[config.mk]
export PLATFORM = sky130hd
export DESIGN_NAME = column_bar_writer
export DESIGN_NICKNAME = d
export VERILOG_FILES = /design/src/rtl/display_mem_pkg.sv /design/src/rtl/bank_addr_encode.sv /design/src/rtl/column_bar_writer.sv
export SDC_FILE = /design/constraint.sdc
export NUM_CORES = 1
export LEC_CHECK = 0
export BUFFER_PORTS_ARGS = -buffer_cell sky130_fd_sc_hd__buf_2
export CORE_MARGIN = 5
export CORE_UTILIZATION = 49
export CTS_CLUSTER_SIZE = 28
export DETAILED_ROUTE_END_ITERATION = 10
export GPL_TIMING_DRIVEN = 0
export HOLD_SLACK_MARGIN = 0.02
export PLACE_DENSITY = 0.75
export SLEW_MARGIN = 25
export SYNTH_ARGS = -nofsm -noshare
export SYNTH_HDL_FRONTEND = slang
export SYNTH_HIERARCHICAL = 1
export SYNTH_SLANG_ARGS = --single-unit
[constraint.sdc]
create_clock -name clk -period 2.8 [get_ports clk]
set_input_delay 0.56 -clock clk [delete_from_list [all_inputs] [get_ports clk]]
set_output_delay 0.56 -clock clk [all_outputs]
set_load 0.02 [all_outputs]
[src/rtl/display_mem_pkg.sv]
// Shared constants, FSM state type and the y/x -> bank/address map of the banked display memory.
package display_mem_pkg;

  localparam int unsigned NO_BANKS       = 8;
  localparam int unsigned COORDW         = 10;
  localparam int unsigned RAM_ADDR_WIDTH = 12;
  localparam int unsigned DATA_W         = 8;
  localparam int unsigned GROUPS         = 8;
  localparam int unsigned DISPLAY_W      = 512;
  localparam int unsigned MAG_W          = 10;
  localparam int unsigned H              = NO_BANKS * GROUPS * DATA_W;
  localparam int unsigned WORDS          = NO_BANKS * GROUPS;
  localparam int unsigned K_W            = 6;
  localparam int unsigned X_W            = 9;
  localparam int unsigned ROW_W          = COORDW - 3;
  localparam int unsigned THR_W          = MAG_W + 1;

  typedef enum logic [1:0] {
    ST_IDLE  = 2'd0,
    ST_WRITE = 2'd1,
    ST_DONE  = 2'd2
  } state_t;

  typedef struct packed {
    logic [NO_BANKS-1:0]       bank_select;
    logic [RAM_ADDR_WIDTH-1:0] address;
  } bank_addr_t;

  // row_word is y[9:3]: the pixel row within a word (y[2:0]) never affects the location.
  // Rows beyond the last bank select no bank at all.
  function automatic bank_addr_t word_to_bank_addr(input logic [ROW_W-1:0]  row_word,
                                                   input logic [COORDW-1:0] x);
    bank_addr_t r;
    r.bank_select = row_word[ROW_W-1] ? '0 : (NO_BANKS'(1) << row_word[ROW_W-2:3]);
    r.address     = RAM_ADDR_WIDTH'({row_word[2:0], 9'b0}) + RAM_ADDR_WIDTH'(x);
    return r;
  endfunction

endpackage

[src/rtl/bank_addr_encode.sv]
// Combinational word-row/column -> one-hot bank select and in-bank word address.
module bank_addr_encode
  import display_mem_pkg::*;
(
  input  logic [ROW_W-1:0]          i_row_word,
  input  logic [COORDW-1:0]         i_x,
  output logic [NO_BANKS-1:0]       o_bank_select,
  output logic [RAM_ADDR_WIDTH-1:0] o_address
);

  bank_addr_t w_loc;

  // Same mapping function as the display read path.
  always_comb begin
    w_loc         = word_to_bank_addr(i_row_word, i_x);
    o_bank_select = w_loc.bank_select;
    o_address     = w_loc.address;
  end

endmodule

[src/rtl/column_bar_writer.sv]
// Renders one spectrum bin as a bottom-anchored vertical bar, one 8-pixel word per granted write.
module column_bar_writer
  import display_mem_pkg::*;
(
  input  logic                      clk,
  input  logic                      rst,
  input  logic                      s_valid,
  output logic                      s_ready,
  input  logic [COORDW-1:0]         s_x,
  input  logic [MAG_W-1:0]          s_mag,
  input  logic                      s_last,
  input  logic                      wr_grant,
  output logic                      wr_en,
  output logic [NO_BANKS-1:0]       wr_bank_select,
  output logic [RAM_ADDR_WIDTH-1:0] wr_address,
  output logic [DATA_W-1:0]         wr_data,
  output logic                      busy,
  output logic                      frame_done
);

  state_t                    r_state;
  state_t                    w_next_state;
  logic [K_W-1:0]            r_k;
  logic [K_W-1:0]            w_k_next;
  logic [X_W-1:0]            r_x;
  logic [X_W-1:0]            w_x_sel;
  logic [THR_W-1:0]          r_thresh;
  logic [THR_W-1:0]          w_thresh_sel;
  logic [THR_W-1:0]          w_thresh_in;
  logic [MAG_W-1:0]          w_mag_clamped;
  logic                      r_last;
  logic                      w_xfer;
  logic                      w_in_range;
  logic                      w_word_done;
  logic [DATA_W-1:0]         w_data_next;
  logic [NO_BANKS-1:0]       w_bank_sel;
  logic [RAM_ADDR_WIDTH-1:0] w_addr;

  logic                      r_s_ready;
  logic                      r_wr_en;
  logic [NO_BANKS-1:0]       r_wr_bank_select;
  logic [RAM_ADDR_WIDTH-1:0] r_wr_address;
  logic [DATA_W-1:0]         r_wr_data;
  logic                      r_busy;
  logic                      r_frame_done;

  assign s_ready        = r_s_ready;
  assign wr_en          = r_wr_en;
  assign wr_bank_select = r_wr_bank_select;
  assign wr_address     = r_wr_address;
  assign wr_data        = r_wr_data;
  assign busy           = r_busy;
  assign frame_done     = r_frame_done;

  // Handshake qualifiers and clamped threshold row (first lit row = H - mag).
  assign w_xfer        = s_valid & r_s_ready;
  assign w_in_range    = (s_x < COORDW'(DISPLAY_W));
  assign w_mag_clamped = (s_mag > MAG_W'(H)) ? MAG_W'(H) : s_mag;
  assign w_thresh_in   = THR_W'(H) - {1'b0, w_mag_clamped};
  assign w_word_done   = (r_state == ST_WRITE) & r_wr_en & wr_grant;

  // State register.
  always_ff @(posedge clk) begin
    if (rst) r_state <= ST_IDLE;
    else     r_state <= w_next_state;
  end

  // Next state plus the word counter / column operands for the word presented next cycle.
  always_comb begin
    w_next_state = r_state;
    w_k_next     = r_k;
    w_x_sel      = r_x;
    w_thresh_sel = r_thresh;
    case (r_state)
      ST_IDLE: begin
        if (w_xfer && w_in_range) begin
          w_next_state = ST_WRITE;
          w_k_next     = '0;
          w_x_sel      = s_x[X_W-1:0];
          w_thresh_sel = w_thresh_in;
        end
      end
      ST_WRITE: begin
        if (w_word_done) begin
          if (r_k == K_W'(WORDS - 1)) w_next_state = ST_DONE;
          else                        w_k_next     = r_k + K_W'(1);
        end
      end
      ST_DONE:  w_next_state = ST_IDLE;
      default:  w_next_state = ST_IDLE;
    endcase
  end

  // Pixel compare: row y_base+i is lit when it lies at or below the bar top.
  always_comb begin
    w_data_next = '0;
    for (int i = 0; i < int'(DATA_W); i++) begin
      w_data_next[i] = (THR_W'({w_k_next, 3'(i)}) >= w_thresh_sel);
    end
  end

  bank_addr_encode u_bank_addr_encode (
    .i_row_word    ({1'b0, w_k_next}),
    .i_x           ({1'b0, w_x_sel}),
    .o_bank_select (w_bank_sel),
    .o_address     (w_addr)
  );

  // Latched column operands and word counter.
  always_ff @(posedge clk) begin
    if (rst) begin
      r_k      <= '0;
      r_x      <= '0;
      r_thresh <= '0;
      r_last   <= 1'b0;
    end else begin
      r_k      <= w_k_next;
      r_x      <= w_x_sel;
      r_thresh <= w_thresh_sel;
      if (w_xfer) r_last <= s_last;
    end
  end

  // Registered outputs; write port holds its word until granted since operands do not move.
  always_ff @(posedge clk) begin
    if (rst) begin
      r_s_ready        <= 1'b0;
      r_wr_en          <= 1'b0;
      r_wr_bank_select <= '0;
      r_wr_address     <= '0;
      r_wr_data        <= '0;
      r_busy           <= 1'b0;
      r_frame_done     <= 1'b0;
    end else begin
      r_s_ready    <= (w_next_state == ST_IDLE);
      r_wr_en      <= (w_next_state == ST_WRITE);
      r_busy       <= (w_next_state != ST_IDLE);
      r_frame_done <= ((w_next_state == ST_DONE) & r_last) | (w_xfer & ~w_in_range & s_last);
      if (w_next_state == ST_WRITE) begin
        r_wr_bank_select <= w_bank_sel;
        r_wr_address     <= w_addr;
        r_wr_data        <= w_data_next;
      end else begin
        r_wr_bank_select <= '0;
        r_wr_address     <= '0;
        r_wr_data        <= '0;
      end
    end
  end

endmodule
## After elaboration in Yosys (flattened, before gate mapping)

Index checks and enable logic that the tools add are counted.

- Register bits: 61
- Bits in latches: 0
- Bits in writable memories: 0
- ROM bits: 0
- Bits of input ports: 25
- Output and inout bits: 32
- Word-level logic and storage cells: 57
- Memories kept: 0

- Add/subtract/negate cells: 3
- $mul: 0
- Div/mod/pow operators: 0
- $lt $le $gt $ge: 10
- Equality and inequality tests: 4
- Shift operators: 1
- Multiplexer cells: 13
- Bitwise operators: 9
- Reductions and logical operators: 5

Operator list:

| operator | number |
|---|---|
| 9-bit by 11-bit >= comparator with 1-bit output | 8 |
| 11-bit two-way mux | 2 |
| 6-bit two-way mux | 3 |
| 9-bit two-way mux | 2 |
| 12-bit by 9-bit adder with 12-bit output | 1 |
| 6-bit case mux with 2 select lines | 1 |
| 10-bit by 10-bit subtractor with 11-bit output, first input constant | 1 |
| 10-bit greater-than comparator, second input constant | 1 |
| 10-bit less-than comparator, second input constant | 1 |
| 10-bit two-way mux | 1 |
| 1-bit by 3-bit left shift with 8-bit output, first input constant | 1 |
| 6-bit by 1-bit adder with 6-bit output, second input constant | 1 |
| 1-bit bitwise AND | 6 |
| 6-bit equality test, second input constant | 1 |
| 2-bit two-way mux | 3 |
| 2-bit by 1-bit equality test with 1-bit output, second input constant | 2 |
| 2-bit logical NOT | 2 |
| 2-bit case mux with 2 select lines | 1 |
| 2-bit equality test, second input constant | 1 |
| 1-bit NOT | 2 |
| 2-bit nonzero test | 1 |
| 2-bit OR reduction | 1 |
| 1-bit logical AND | 1 |
| 1-bit bitwise OR | 1 |

## Longest topological paths before layout

- Word-level depth: 8
- Depth in mapped cells: 14
- Gate-level depth less buffers: 13

## By module

Netlist, hierarchy kept.

Modules (own cells, without submodules):

| module | instances | cells each | area an instance (sq um) | seq. area each (sq um) |
|---|---|---|---|---|
| column_bar_writer | 1 | 294 | 2606.2 | 1221.2 |
| bank_addr_encode | 1 | 20 | 181.4 | 0.0 |

## Worst setup path before layout

OpenSTA, ideal clock, no wires.

- Path kind: input -> register
- Start point: input port s_mag[2]
- End point: register r_wr_data[0], in the netlist wr_data[0]
- Setup time: 0.137 ns
- Data arrival time: 2.818 ns
- Required time: 2.663 ns
- Path slack: -0.155 ns
- Stages: 10
- Path buffers: 0
- Cells stage by stage: or4_4 -> o31ai_4 -> a21oi_2 -> o32ai_2 -> ha_1 -> nand3_1 -> nor2_1 -> a211o_1 -> a21oi_1 -> a21oi_1

- Cells in the longest elaborated chain, start to end: 6

RTL lines:

| what | RTL line | source |
|---|---|---|
| start, declared | column_bar_writer.sv:10 | `input logic [MAG_W-1:0] s_mag,` |
| 10-bit greater-than comparator | column_bar_writer.sv:58 | `assign w_mag_clamped = (s_mag > MAG_W'(H)) ? MAG_W'(H) : s_mag;` |
| 10-bit two-way mux * | column_bar_writer.sv:58 |  |
| 10-bit by 10-bit subtractor with 11-bit output * | column_bar_writer.sv:59 | `assign w_thresh_in = THR_W'(H) - {1'b0, w_mag_clamped};` |
| 11-bit two-way mux * | column_bar_writer.sv:76 | `if (w_xfer && w_in_range) begin` |
| 11-bit two-way mux * | column_bar_writer.sv:74 | `case (r_state)` |
| 9-bit by 11-bit >= comparator with 1-bit output * | column_bar_writer.sv:98 | `w_data_next[i] = (THR_W'({w_k_next, 3'(i)}) >= w_thresh_sel);` |
| end signal, assigned | column_bar_writer.sv:142 | `r_wr_data <= w_data_next;` |
| end, declared | column_bar_writer.sv:43 | `logic [DATA_W-1:0] r_wr_data;` |

Mark *: on every way between the ends. The rest lies on a longest branch, timed or not.
A chain may end at the register's enable or synchronous reset.

## Final worst setup path

- Start point: input port s_mag[4]
- End point: register r_wr_data[3], in the netlist wr_data[3]

The elaborated chain is that of the path after synthesis.

==> impl_results.md <==
* CTS max path bufs at 2
* GR Util All Layers at 18.34%
* Number of port buffers at 55
* Most Frequent Cell on Critical Path: a21oi_1
* Post-synth ARST share at 0%
* Worst Setup End Kind: flip-flop
* Max Clk Rate at 0.3592 GHz
* Worst hold path startpoint: r_thresh[9]
* Top delay family on crit path: compound AO/OA/AOI/OAI gates
* Crit path launch type: input pin
* Final setup viols at 0
* DIE HEIGHT at 85.43 µm
* FF+latch count, synth at 61
* Total iterations of the first detailed-routing run at 4
* Final min period at 2784 ps
* DR vias/cell at 5.156
* Placed cell count at around 450
* Worst setup slack after layout at 15.88 ps
* Largest net degree at the start of global routing at 11
* Area share of the largest cell type after synthesis at 43.81%
* WS Path Type: input pin to flip-flop
* Skew final at 6.225 ps
* Sum Neg Setup Slack at 0 ps
* Worst-path clk slew at around 70 ps
* Number of flops mapped to enable cells by yosys at 0
* Layout Cells excl Fill at 473
* Status: completed
* Crit path arrival time at 2990 ps
* Dpl cell area at between 3000 and 4000 µm²
* Antenna Cells at 0
* CTS tree: built
* Worst path slowest cell: or4_4
* Hold_ws at around 460 ps
* Area growth, synth to finish at 29.04%
* Routed WL per cell at 14.04 µm
* Reg2Reg Launch Point: r_k[0]
* Worst hold path class: flip-flop to flip-flop
* Via count at ~2400
* FF-to-FF End: wr_data[3]
* Min-Delay Path Depth at 2
* Antenna Nets Post-Route at 0
* Worst path required time at 3000 ps
* H-tree depth at 3
* Detailed Place HPWL at 4.569 mm
* Least-Margin Pin Slew at 541.1 ps
* Final Hold Violating Endpoints at 0
* Largest cells by area after synthesis: dfxtp_1 44%, nand2_1 6.2%, a21oi_1 5.2%
* Leakage at 0.001632 µW
* Rows at 27
* GRT overflow at 0
* Cts hold-fix bufs at 0
* Clock Latency Late Sink at 330 ps
* Synthesized area at 2788 µm²
* Initial antenna violation count at 0
* Place WS at -598.1 ps
* Vias in the first global route at 2352
* Worst Hold End: r_thresh[9]
* RSZ-0062 raised after global routing: yes
* Pwr dens at 496.3 nW/µm²
* Routability cong. at 0.8396
* Area leader, netlist: dfxtp_1
* Clock sink count at just over 60
* Yosys warnings at 6
* Crit Path Max Fanout at 7
* Die W at 85.43 µm
* Count of different cell masters after synthesis at 49
* Final worst-path cycle share at 99.43%
* Initial core utilization at about half
* Die Area at 7297 µm²
* Synth Area per Inst at 8.878 µm²
* Routed WL at 6.639 mm
* Maximum vdd ir drop at 0.3229 mV
* Gate Count Post-Synth at 314
* DRC Markers at 0
* Initial DRC count at 158
* Sequential element share of the synthesized area at a little over two fifths
* Final Max Tran Viols at 0
* Top Ports at 57
* Final net count at 433
* Reg2reg path depth at 10
* Slew HR at 63.66%
* Ys flop type: dfxtp_1
* First-pass GRT wire length at 10.75 mm
* Crit-path cells: buf_2 -> or4_4 -> o21ai_0 -> a211oi_2 -> a21oi_1 -> ha_1 -> nand3_4 -> nor2_1 -> a211o_1 -> a21oi_4 -> a21oi_1
* Core ar. at 5507 µm²
* CP peak stage delay at 590 ps
* CTS Root Cell: clkbuf_8
* Layout cells sized above 1 at 33.42%
* Worst R2R Setup Slack at approximately 80 ps
* Total buffers and inverters traversed by the critical path at 1
* Num CTS Buffers at 9
* Max cap viols at 0
* Final Cell Area at 3597 µm²
-- cell families after synthesis --
kind of cell	count (synthesis)	synth area share (%)
AOI/OAI and AO/OA	55	13.38
xor gates and xnor gates	8	2.514
adders and majority gates	11	4.937
buffers and inverters	28	5.655
DFF	61	43.81
muxes	3	1.077
other	1	0.1345
and+or+nand+nor	147	28.50
-- synth_stat cells, types with 4 or more instances --
master	count
a21oi_1	29
and2_1	21
buf_2	6
buf_4	10
clkbuf_1	5
dfxtp_1	61
ha_1	11
inv_1	6
nand2_1	46
nand3_1	8
nand4_1	4
nor2_1	23
nor2b_1	4
nor3_1	11
nor4_1	4
nor4b_1	4
o21ai_0	6
xnor2_1	6
-- routing by layer --
| metal | vias to the layer above | routed length [µm] | GRT usage (%) |
|---|---|---|---|
| met5 | - | 0 | 0 |
| met4 | 0 | 126 | 7.914 |
| met3 | 10 | 360 | 4.563 |
| met2 | 56 | 3345 | 30.58 |
| met1 | 1134 | 2806 | 22.35 |
| li1 | 1239 | - | - |
-- worst reg2reg max path: cells and delay by family, from the launching register on --
| family | cells | cell delay [ps] |
|---|---|---|
| fa+ha+maj | 2 | 490 |
| flops | 1 | 340 |
| simple gates | 4 | 910 |
| compound gates | 4 | 870 |
-- flip-flops by register name, indices dropped and copies added (netlist names) --
| register | count |
|---|---|
| wr_address | 12 |
| r_thresh | 11 |
| r_x | 9 |
| wr_bank_select | 8 |
| wr_data | 8 |
| r_k | 6 |
| r_state | 2 |
| busy | 1 |
| frame_done | 1 |
| r_last | 1 |
| s_ready | 1 |
| wr_en | 1 |
-- through the flow --
step / util, % / total power [µW]
2_1_floorplan: - / 1068
3_3_place_gp: 58.35 / 1132
3_5_place_dp: 58.35 / 1137
4_1_cts: 62.24 / 1778
5_1_grt: 65.33 / 1877
6_report: 65.33 / 1785
-- layout by cell type, fill, tap and decap left out, drive strengths merged, types with 2 or more instances in the layout --
master,Yosys,final
xor2,2,2
a22oi,5,5
a21oi,32,32
a31oi,2,2
nor4,6,6
dfxtp,61,61
nand4,4,4
clkinv,0,5
and3,3,3
mux2i,3,3
ha,11,11
or2,3,3
nand3,8,8
and4bb,3,3
o31ai,2,2
and4b,2,2
nor3,13,13
nor2,24,24
o21ai,6,6
and2,21,21
clkbuf,5,17
a21o,2,2
conb,1,9
inv,6,6
nor2b,5,5
or4,2,2
buf,17,79
xnor2,6,6
nor4b,4,4
nand2,46,46
-- timing repair --
item | CTS | global route
gates cloned | 0 | 0
resized for setup | 12 | 20
endpoints found under the setup margin | 8 | 8
buffers inserted | 1 | 8
pin swaps | 2 | 11
-- layout make-up --
cell class | instances | area [µm²]
Fill cell | 455 | 1909
Multi-Input combinational cell | 233 | 1613
Sequential cell | 61 | 1224
Timing Repair Buffer | 64 | 345.3
Buffer | 22 | 146.4
Clock buffer | 10 | 127.6
Tap cell | 72 | 90.09
Clock inverter | 5 | 28.78
Inverter | 6 | 22.52
-- worst max-delay path by stage --
stage	startpoint	end	slack (ps)	cells after the start
final	s_mag[4]	wr_data[3]	20	11
after global routing	s_mag[3]	wr_data[4]	-60	11
after CTS	s_ready	wr_data[5]	4	12
after detailed placement	s_valid	wr_data[5]	-600	11
after global placement	s_valid	wr_data[6]	-540	11
after floorplan	s_x[9]	wr_data[0]	6	11
-- power breakdown --
| part | total, µW | leakage (µW) | switching (µW) | internal (µW) |
|---|---|---|---|---|
| logic | 245 | 0.00105 | 146 | 98.7 |
| clock network | 642 | 0.0000856 | 331 | 311 |
| registers | 898 | 0.000494 | 9.54 | 889 |
| total | 1790 | 0.00163 | 487 | 1300 |
(Power assumes the default switching activity.)
